File: src/rtl/cache_bus_arbiter_if.sv
// Refill bus bundle between the I/D cache refill requesters, the arbiter
// and the shared read-address/read-data channel.
// master : arbiter side (drives grants, AR channel, routed R beats)
// slave  : environment side (caches and memory)
interface cache_bus_arbiter_if #(
  parameter int ADDR_W = 32,
  parameter int DATA_W = 32
);
  // refill requests
  logic              ireq_valid;
  logic              dreq_valid;
  logic [ADDR_W-1:0] ireq_addr;
  logic [ADDR_W-1:0] dreq_addr;
  logic [3:0]        ireq_len;
  logic [3:0]        dreq_len;
  logic              ireq_ready;
  logic              dreq_ready;
  // read address channel
  logic              ar_valid;
  logic [ADDR_W-1:0] ar_addr;
  logic [3:0]        ar_len;
  logic              ar_id;
  logic              ar_ready;
  // read data channel
  logic              r_valid;
  logic [DATA_W-1:0] r_data;
  logic              r_last;
  logic              r_ready;
  // routed beats
  logic              i_rvalid;
  logic              d_rvalid;
  logic              i_rlast;
  logic              d_rlast;
  logic [DATA_W-1:0] rdata;

  modport master (
    input  ireq_valid, dreq_valid, ireq_addr, dreq_addr, ireq_len, dreq_len,
    output ireq_ready, dreq_ready,
    output ar_valid, ar_addr, ar_len, ar_id,
    input  ar_ready,
    input  r_valid, r_data, r_last,
    output r_ready,
    output i_rvalid, d_rvalid, i_rlast, d_rlast, rdata
  );

  modport slave (
    output ireq_valid, dreq_valid, ireq_addr, dreq_addr, ireq_len, dreq_len,
    input  ireq_ready, dreq_ready,
    input  ar_valid, ar_addr, ar_len, ar_id,
    output ar_ready,
    output r_valid, r_data, r_last,
    input  r_ready,
    input  i_rvalid, d_rvalid, i_rlast, d_rlast, rdata
  );
endinterface

File: src/rtl/cache_bus_arbiter.sv
// Two-master refill arbiter: ICache and DCache share one read bus.
// One transaction in flight at a time: IDLE -> AR -> R -> IDLE.
// Policy macro ARB_ROUND_ROBIN_EN: defined -> alternate on contention,
// undefined -> DCache has fixed priority.
module cache_bus_arbiter #(
  parameter int ADDR_W = 32,
  parameter int DATA_W = 32
) (
  input logic                 clk,
  input logic                 resetn,
  cache_bus_arbiter_if.master bus
);

  typedef enum logic [1:0] {IDLE = 2'd0, AR = 2'd1, R = 2'd2} state_t;

  state_t            state;
  logic              owner;      // 0 = ICache, 1 = DCache
  logic              req_any;
  logic              pick_d;
  logic [ADDR_W-1:0] grant_addr;
  logic [3:0]        grant_len;
  logic              beat;
  logic [DATA_W-1:0] beat_data;

`ifdef ARB_ROUND_ROBIN_EN
  logic last_win;                // winner of the previous grant
`endif

  // Grant selection; only meaningful while IDLE.
  always_comb begin
    req_any = bus.ireq_valid | bus.dreq_valid;
`ifdef ARB_ROUND_ROBIN_EN
    // on contention the side that did not win last time goes first
    pick_d = bus.dreq_valid & (~bus.ireq_valid | ~last_win);
`else
    pick_d = bus.dreq_valid;
`endif
    grant_addr = pick_d ? bus.dreq_addr : bus.ireq_addr;
    grant_len  = pick_d ? bus.dreq_len  : bus.ireq_len;
  end

  // Transaction FSM with registered AR channel and r_ready.
  always_ff @(posedge clk or negedge resetn) begin
    if (!resetn) begin
      state        <= IDLE;
      owner        <= 1'b0;
      bus.ar_valid <= 1'b0;
      bus.ar_addr  <= '0;
      bus.ar_len   <= '0;
      bus.ar_id    <= 1'b0;
      bus.r_ready  <= 1'b0;
`ifdef ARB_ROUND_ROBIN_EN
      last_win     <= 1'b0;
`endif
    end else begin
      case (state)
        IDLE: begin
          if (req_any) begin
            owner        <= pick_d;
            bus.ar_id    <= pick_d;
            bus.ar_addr  <= grant_addr;
            bus.ar_len   <= grant_len;
            bus.ar_valid <= 1'b1;
            state        <= AR;
`ifdef ARB_ROUND_ROBIN_EN
            last_win     <= pick_d;
`endif
          end
        end
        AR: begin
          // address/len/id stay frozen until the slave accepts
          if (bus.ar_ready) begin
            bus.ar_valid <= 1'b0;
            bus.r_ready  <= 1'b1;
            state        <= R;
          end
        end
        R: begin
          if (bus.r_valid && bus.r_last) begin
            bus.r_ready <= 1'b0;
            state       <= IDLE;
          end
        end
        default: begin
          bus.ar_valid <= 1'b0;
          bus.r_ready  <= 1'b0;
          state        <= IDLE;
        end
      endcase
    end
  end

  // Accept pulse and beat routing are combinational off the registered
  // state, so reset silences them in the same cycle.
  always_comb begin
    beat      = (state == R) & bus.r_valid;
    beat_data = beat ? bus.r_data : '0;
  end

  assign bus.ireq_ready = (state == AR) & bus.ar_ready & ~owner;
  assign bus.dreq_ready = (state == AR) & bus.ar_ready &  owner;
  assign bus.i_rvalid   = beat & ~owner;
  assign bus.d_rvalid   = beat &  owner;
  assign bus.i_rlast    = beat & ~owner & bus.r_last;
  assign bus.d_rlast    = beat &  owner & bus.r_last;
  assign bus.rdata      = beat_data;

endmodule

File: src/flat_wrapper.sv
// flat-port wrapper written by rule: the top's interface ports become plain ports
module cache_bus_arbiter_flat 
#(
  parameter int ADDR_W = 32,
  parameter int DATA_W = 32
)
  (clk, resetn, bus_ireq_valid, bus_dreq_valid, bus_ireq_addr, bus_dreq_addr, bus_ireq_len, bus_dreq_len, bus_ireq_ready, bus_dreq_ready, bus_ar_valid, bus_ar_addr, bus_ar_len, bus_ar_id, bus_ar_ready, bus_r_valid, bus_r_data, bus_r_last, bus_r_ready, bus_i_rvalid, bus_d_rvalid, bus_i_rlast, bus_d_rlast, bus_rdata);
  cache_bus_arbiter_if #(.ADDR_W(ADDR_W), .DATA_W(DATA_W)) bus_i ();
  input logic clk;
  input logic resetn;
  input wire logic [$bits(bus_i.ireq_valid)-1:0] bus_ireq_valid;
  input wire logic [$bits(bus_i.dreq_valid)-1:0] bus_dreq_valid;
  input wire logic [$bits(bus_i.ireq_addr)-1:0] bus_ireq_addr;
  input wire logic [$bits(bus_i.dreq_addr)-1:0] bus_dreq_addr;
  input wire logic [$bits(bus_i.ireq_len)-1:0] bus_ireq_len;
  input wire logic [$bits(bus_i.dreq_len)-1:0] bus_dreq_len;
  output wire logic [$bits(bus_i.ireq_ready)-1:0] bus_ireq_ready;
  output wire logic [$bits(bus_i.dreq_ready)-1:0] bus_dreq_ready;
  output wire logic [$bits(bus_i.ar_valid)-1:0] bus_ar_valid;
  output wire logic [$bits(bus_i.ar_addr)-1:0] bus_ar_addr;
  output wire logic [$bits(bus_i.ar_len)-1:0] bus_ar_len;
  output wire logic [$bits(bus_i.ar_id)-1:0] bus_ar_id;
  input wire logic [$bits(bus_i.ar_ready)-1:0] bus_ar_ready;
  input wire logic [$bits(bus_i.r_valid)-1:0] bus_r_valid;
  input wire logic [$bits(bus_i.r_data)-1:0] bus_r_data;
  input wire logic [$bits(bus_i.r_last)-1:0] bus_r_last;
  output wire logic [$bits(bus_i.r_ready)-1:0] bus_r_ready;
  output wire logic [$bits(bus_i.i_rvalid)-1:0] bus_i_rvalid;
  output wire logic [$bits(bus_i.d_rvalid)-1:0] bus_d_rvalid;
  output wire logic [$bits(bus_i.i_rlast)-1:0] bus_i_rlast;
  output wire logic [$bits(bus_i.d_rlast)-1:0] bus_d_rlast;
  output wire logic [$bits(bus_i.rdata)-1:0] bus_rdata;
  assign bus_i.ireq_valid = bus_ireq_valid;
  assign bus_i.dreq_valid = bus_dreq_valid;
  assign bus_i.ireq_addr = bus_ireq_addr;
  assign bus_i.dreq_addr = bus_dreq_addr;
  assign bus_i.ireq_len = bus_ireq_len;
  assign bus_i.dreq_len = bus_dreq_len;
  assign bus_ireq_ready = bus_i.ireq_ready;
  assign bus_dreq_ready = bus_i.dreq_ready;
  assign bus_ar_valid = bus_i.ar_valid;
  assign bus_ar_addr = bus_i.ar_addr;
  assign bus_ar_len = bus_i.ar_len;
  assign bus_ar_id = bus_i.ar_id;
  assign bus_i.ar_ready = bus_ar_ready;
  assign bus_i.r_valid = bus_r_valid;
  assign bus_i.r_data = bus_r_data;
  assign bus_i.r_last = bus_r_last;
  assign bus_r_ready = bus_i.r_ready;
  assign bus_i_rvalid = bus_i.i_rvalid;
  assign bus_d_rvalid = bus_i.d_rvalid;
  assign bus_i_rlast = bus_i.i_rlast;
  assign bus_d_rlast = bus_i.d_rlast;
  assign bus_rdata = bus_i.rdata;
  cache_bus_arbiter #(.ADDR_W(ADDR_W), .DATA_W(DATA_W)) u_core (.clk(clk), .resetn(resetn), .bus(bus_i));
endmodule
File: config.mk
export PLATFORM = sky130hd
export DESIGN_NAME = cache_bus_arbiter_flat
export DESIGN_NICKNAME = d
export VERILOG_FILES = /design/src/rtl/cache_bus_arbiter_if.sv /design/src/rtl/cache_bus_arbiter.sv /design/src/flat_wrapper.sv
export SDC_FILE = /design/constraint.sdc
export NUM_CORES = 1
export LEC_CHECK = 0
export BUFFER_PORTS_ARGS = -buffer_cell sky130_fd_sc_hd__buf_2
export CELL_PAD_IN_SITES_DETAIL_PLACEMENT = 1
export CELL_PAD_IN_SITES_GLOBAL_PLACEMENT = 1
export CORE_MARGIN = 1
export CORE_UTILIZATION = 29
export CTS_BUF_LIST = sky130_fd_sc_hd__clkbuf_4
export CTS_CLUSTER_SIZE = 25
export DETAILED_ROUTE_END_ITERATION = 7
export PLACE_DENSITY_LB_ADDON = 0.1
export SLEW_MARGIN = 40
export SYNTH_ARGS = -nofsm -noshare
export SYNTH_HDL_FRONTEND = slang
export SYNTH_SLANG_ARGS = --single-unit
File: constraint.sdc
create_clock -name clk -period 2.15 [get_ports clk]
set_clock_uncertainty 0.15 [all_clocks]
set_input_delay 0.3225 -clock clk [delete_from_list [all_inputs] [get_ports clk]]
set_output_delay 0.3225 -clock clk [all_outputs]
set_load 0.03 [all_outputs]
==> results.sh <==
export IMPL_grt_pass1_wl_um=10400
export IMPL_start_util_pct=30.3
export IMPL_worstPathMaxFanout=13
export IMPL_vias=2098
export IMPL_wl_per_cell_um=14.4
export IMPL_reg2reg_from="u_core.state[1]"
export IMPL_required_ns=1.68
export IMPL_design_die_area_mm2=0.00852
export IMPL_arrival_ns=1.58
export IMPL_crit_type="register to output port"
export IMPL_seq_area_mm2=0.00103
export IMPL_multi_input_area_mm2=0.00121
export IMPL_grt_pass1_vias=2098
export IMPL_portBuffers=187
export IMPL_max_stage_delay_ns=0.46
export IMPL_rsz0062_at_grt="false"
export IMPL_crit_cells=4
export IMPL_setup_violations=0
export IMPL_fin_cells=473
export IMPL_io_pins=188
export IMPL_antenna_found_initial=0
export IMPL_ys_seq_area_share_pct=43.4
export IMPL_ant_nets=0
export IMPL_viasPerCell=4.44
export IMPL_fmax_ghz=0.487
export IMPL_drc=0
export IMPL_finalMaxSlewViolations=0
export IMPL_cp_slowest_cell="dfrtp_2"
export IMPL_syn_inst=180
export IMPL_htreeDepth=2
export IMPL_reg2reg_depth=4
export IMPL_synth_cell_types=25
export IMPL_syn_cell_area_mm2=0.00237
export IMPL_place_ws_ns=0.306
export IMPL_power_leakage_nw=1.88
export IMPL_startpoint_type="register"
export IMPL_min_from="bus_ireq_valid"
export IMPL_worst_slew_margin_rel_pct=63.8
export IMPL_core_mm2=0.00781
export IMPL_ir_drop_mv=0.667
export IMPL_min_period_over_period_pct=95.4
export IMPL_detail_route_first_pass_iterations=3
export IMPL_die_w_um=92.3
export IMPL_placed_cell_area_mm2=0.00340
export IMPL_cts_sinks=41
export IMPL_hold_ws_ns=0.122
export IMPL_drt_initial_drc_count=28
export IMPL_antennaDiodeCount=0
export IMPL_post_cts_setup_buffers=0
export IMPL_tightest_slew_ns=0.544
export IMPL_fin_setup_tns_ns=0
export IMPL_finalInstanceArea_mm2=0.00347
export IMPL_cpLargestDelayFamily="flip-flops"
export IMPL_post_route_util_pct=44.5
export IMPL_clk_latency_ns=0.32
export IMPL_dp_hpwl_um=5490
export IMPL_outcome="finished, final reports clean"
export IMPL_finalPower_mw=4.42
export IMPL_met1_length_um=2760
export IMPL_track_usage_pct=15.7
export IMPL_wirelength_um=6810
export IMPL_layout_drive_gt1_share_pct=75.2
export IMPL_whs_path_depth=3
export IMPL_maxUsedRoutingLayer="met4"
export IMPL_yosys_register_bits=41
export IMPL_dp_cells=464
export IMPL_syn_avg_cell_area_um2=13.1
export IMPL_finalHoldViolCount=0
export IMPL_clockBufferDepth=2
export IMPL_min_path_type="input port to register"
export IMPL_syn_to_final_growth_pct=46.9
export IMPL_nFillCells=934
export IMPL_gp_congestion=0.699
export IMPL_grt_overflow=0
export IMPL_cts_tree="done"
export IMPL_cp_cell_sequence="and3b_2, buf_4, and2_1, buf_2"
export IMPL_cts_buffers=5
export IMPL_cts_root_buffer="clkbuf_4"
export IMPL_yosys_warnings=0
export IMPL_grt_max_degree=27
export IMPL_critPathBufInv=2
export IMPL_drv_cap=0
export IMPL_powerDensity_mw_per_mm2=1270
export IMPL_clk_pin_slew_ns=0.13
export IMPL_worst_slack_ns=0.0987
export IMPL_nets=482
export IMPL_num_rows=32
export IMPL_wl_met2_um=3350
export IMPL_fp_dieH_um=92.3
export IMPL_endpoint_kind="output port"
export IMPL_period_needed_ns=2.05
export IMPL_route_met3_wl_um=620
export IMPL_critPathLaunch="u_core.state[0]"
export IMPL_synthesis_nets=291
## cell families after synthesis
family          share of synthesized area [%]
mux                                      37.1
simple gates                             12.0
flops                                    43.4
buf+inv                                  5.34
compound gates                           2.17
## per-layer routing
metal	track usage (%)	vias up
met4	3.91	0
met3	5.09	7
met2	27.0	113
met5	0	-
met1	18.7	978
li1	-	1000
## cell type report
| type | count | share of cell area, % |
|---|---|---|
| multi-input combinational | 126 | 35.0 |
| timing repair buffer | 196 | 30.1 |
| sequential | 41 | 29.6 |
| tap | 102 | 3.67 |
| clock buffer | 6 | 1.30 |
| clock inverter | 1 | 0.252 |
| inverter | 1 | 0.108 |
## state kept, by name, indices dropped and copies added, names as in the netlist
name                 count
u_core.bus.ar_addr      32
u_core.bus.ar_valid      1
u_core.state             2
u_core.bus.ar_len        4
u_core.bus.ar_id         1
u_core.bus.r_ready       1
## Yosys cell counts
cell type	number	area [um^2]
mux2_4	18	270
mux2_2	54	608
and2_1	34	213
o21ai_0	2	10.0
nand3b_1	1	7.51
buf_4	1	7.51
clkbuf_8	3	41.3
nor2_2	1	6.26
buf_8	1	15.0
buf_6	2	22.5
and3b_1	1	8.76
nand2_1	4	15.0
clkbuf_1	3	11.3
a22o_1	1	8.76
and3_1	2	12.5
or2_2	1	6.26
dfrtp_1	41	1030
a21o_1	1	7.51
nor2_1	2	7.51
buf_12	1	20.0
clkbuf_2	1	5.00
inv_1	1	3.75
o21a_4	1	15.0
a21oi_1	2	10.0
nor3b_1	1	7.51
## tightest hold or removal path: cells and delay by family
family                 cells  cell delay (ns)
AND/OR/NAND/NOR            1             0.05
buffers and inverters      1             0.11
AO/OA/AOI/OAI              1             0.10
## where the power goes
| part | switching [mW] | internal, mW |
|---|---|---|
| combinational | 1.54 | 1.10 |
| clock | 0.252 | 0.137 |
| sequential | 0.231 | 1.17 |
## worst paths after layout
check                                              end  slack, ns
worst max-delay path                     bus_rdata[31]        0.1
worst min-delay path                  u_core.bus.ar_id       0.12
worst max register to register  u_core.bus.ar_addr[27]       0.49
worst min register to register     u_core.bus.ar_valid       0.34
max in group asynchronous              u_core.state[0]       0.99
min in group asynchronous       u_core.bus.ar_addr[12]       0.33
## cell usage in the layout (no fill, tap or decap)
cell / n
clkbuf_4: 6
buf_4: 4
buf_6: 1
nor2_1: 2
and2_1: 34
and3_1: 2
dfrtp_2: 1
clkinv_4: 1
o21ai_0: 2
or2_2: 1
a22o_1: 1
mux2_4: 18
mux2_2: 54
dfrtp_1: 40
nor3b_1: 1
nor2_2: 1
and3b_2: 1
a21o_1: 1
dlygate4sd3_1: 1
nand3b_1: 1
nand2_1: 4
buf_12: 3
inv_1: 1
a21oi_1: 2
o21a_4: 1
buf_2: 187
## repair_timing
| item | CTS | global route |
|---|---|---|
| endpoints found under the setup margin | 0 | 26 |
| endpoints found under the hold margin | 21 | 0 |
| hold buffers | 1 | 0 |
| gates resized for setup | 0 | 5 |
(Power assumes the default switching activity.)
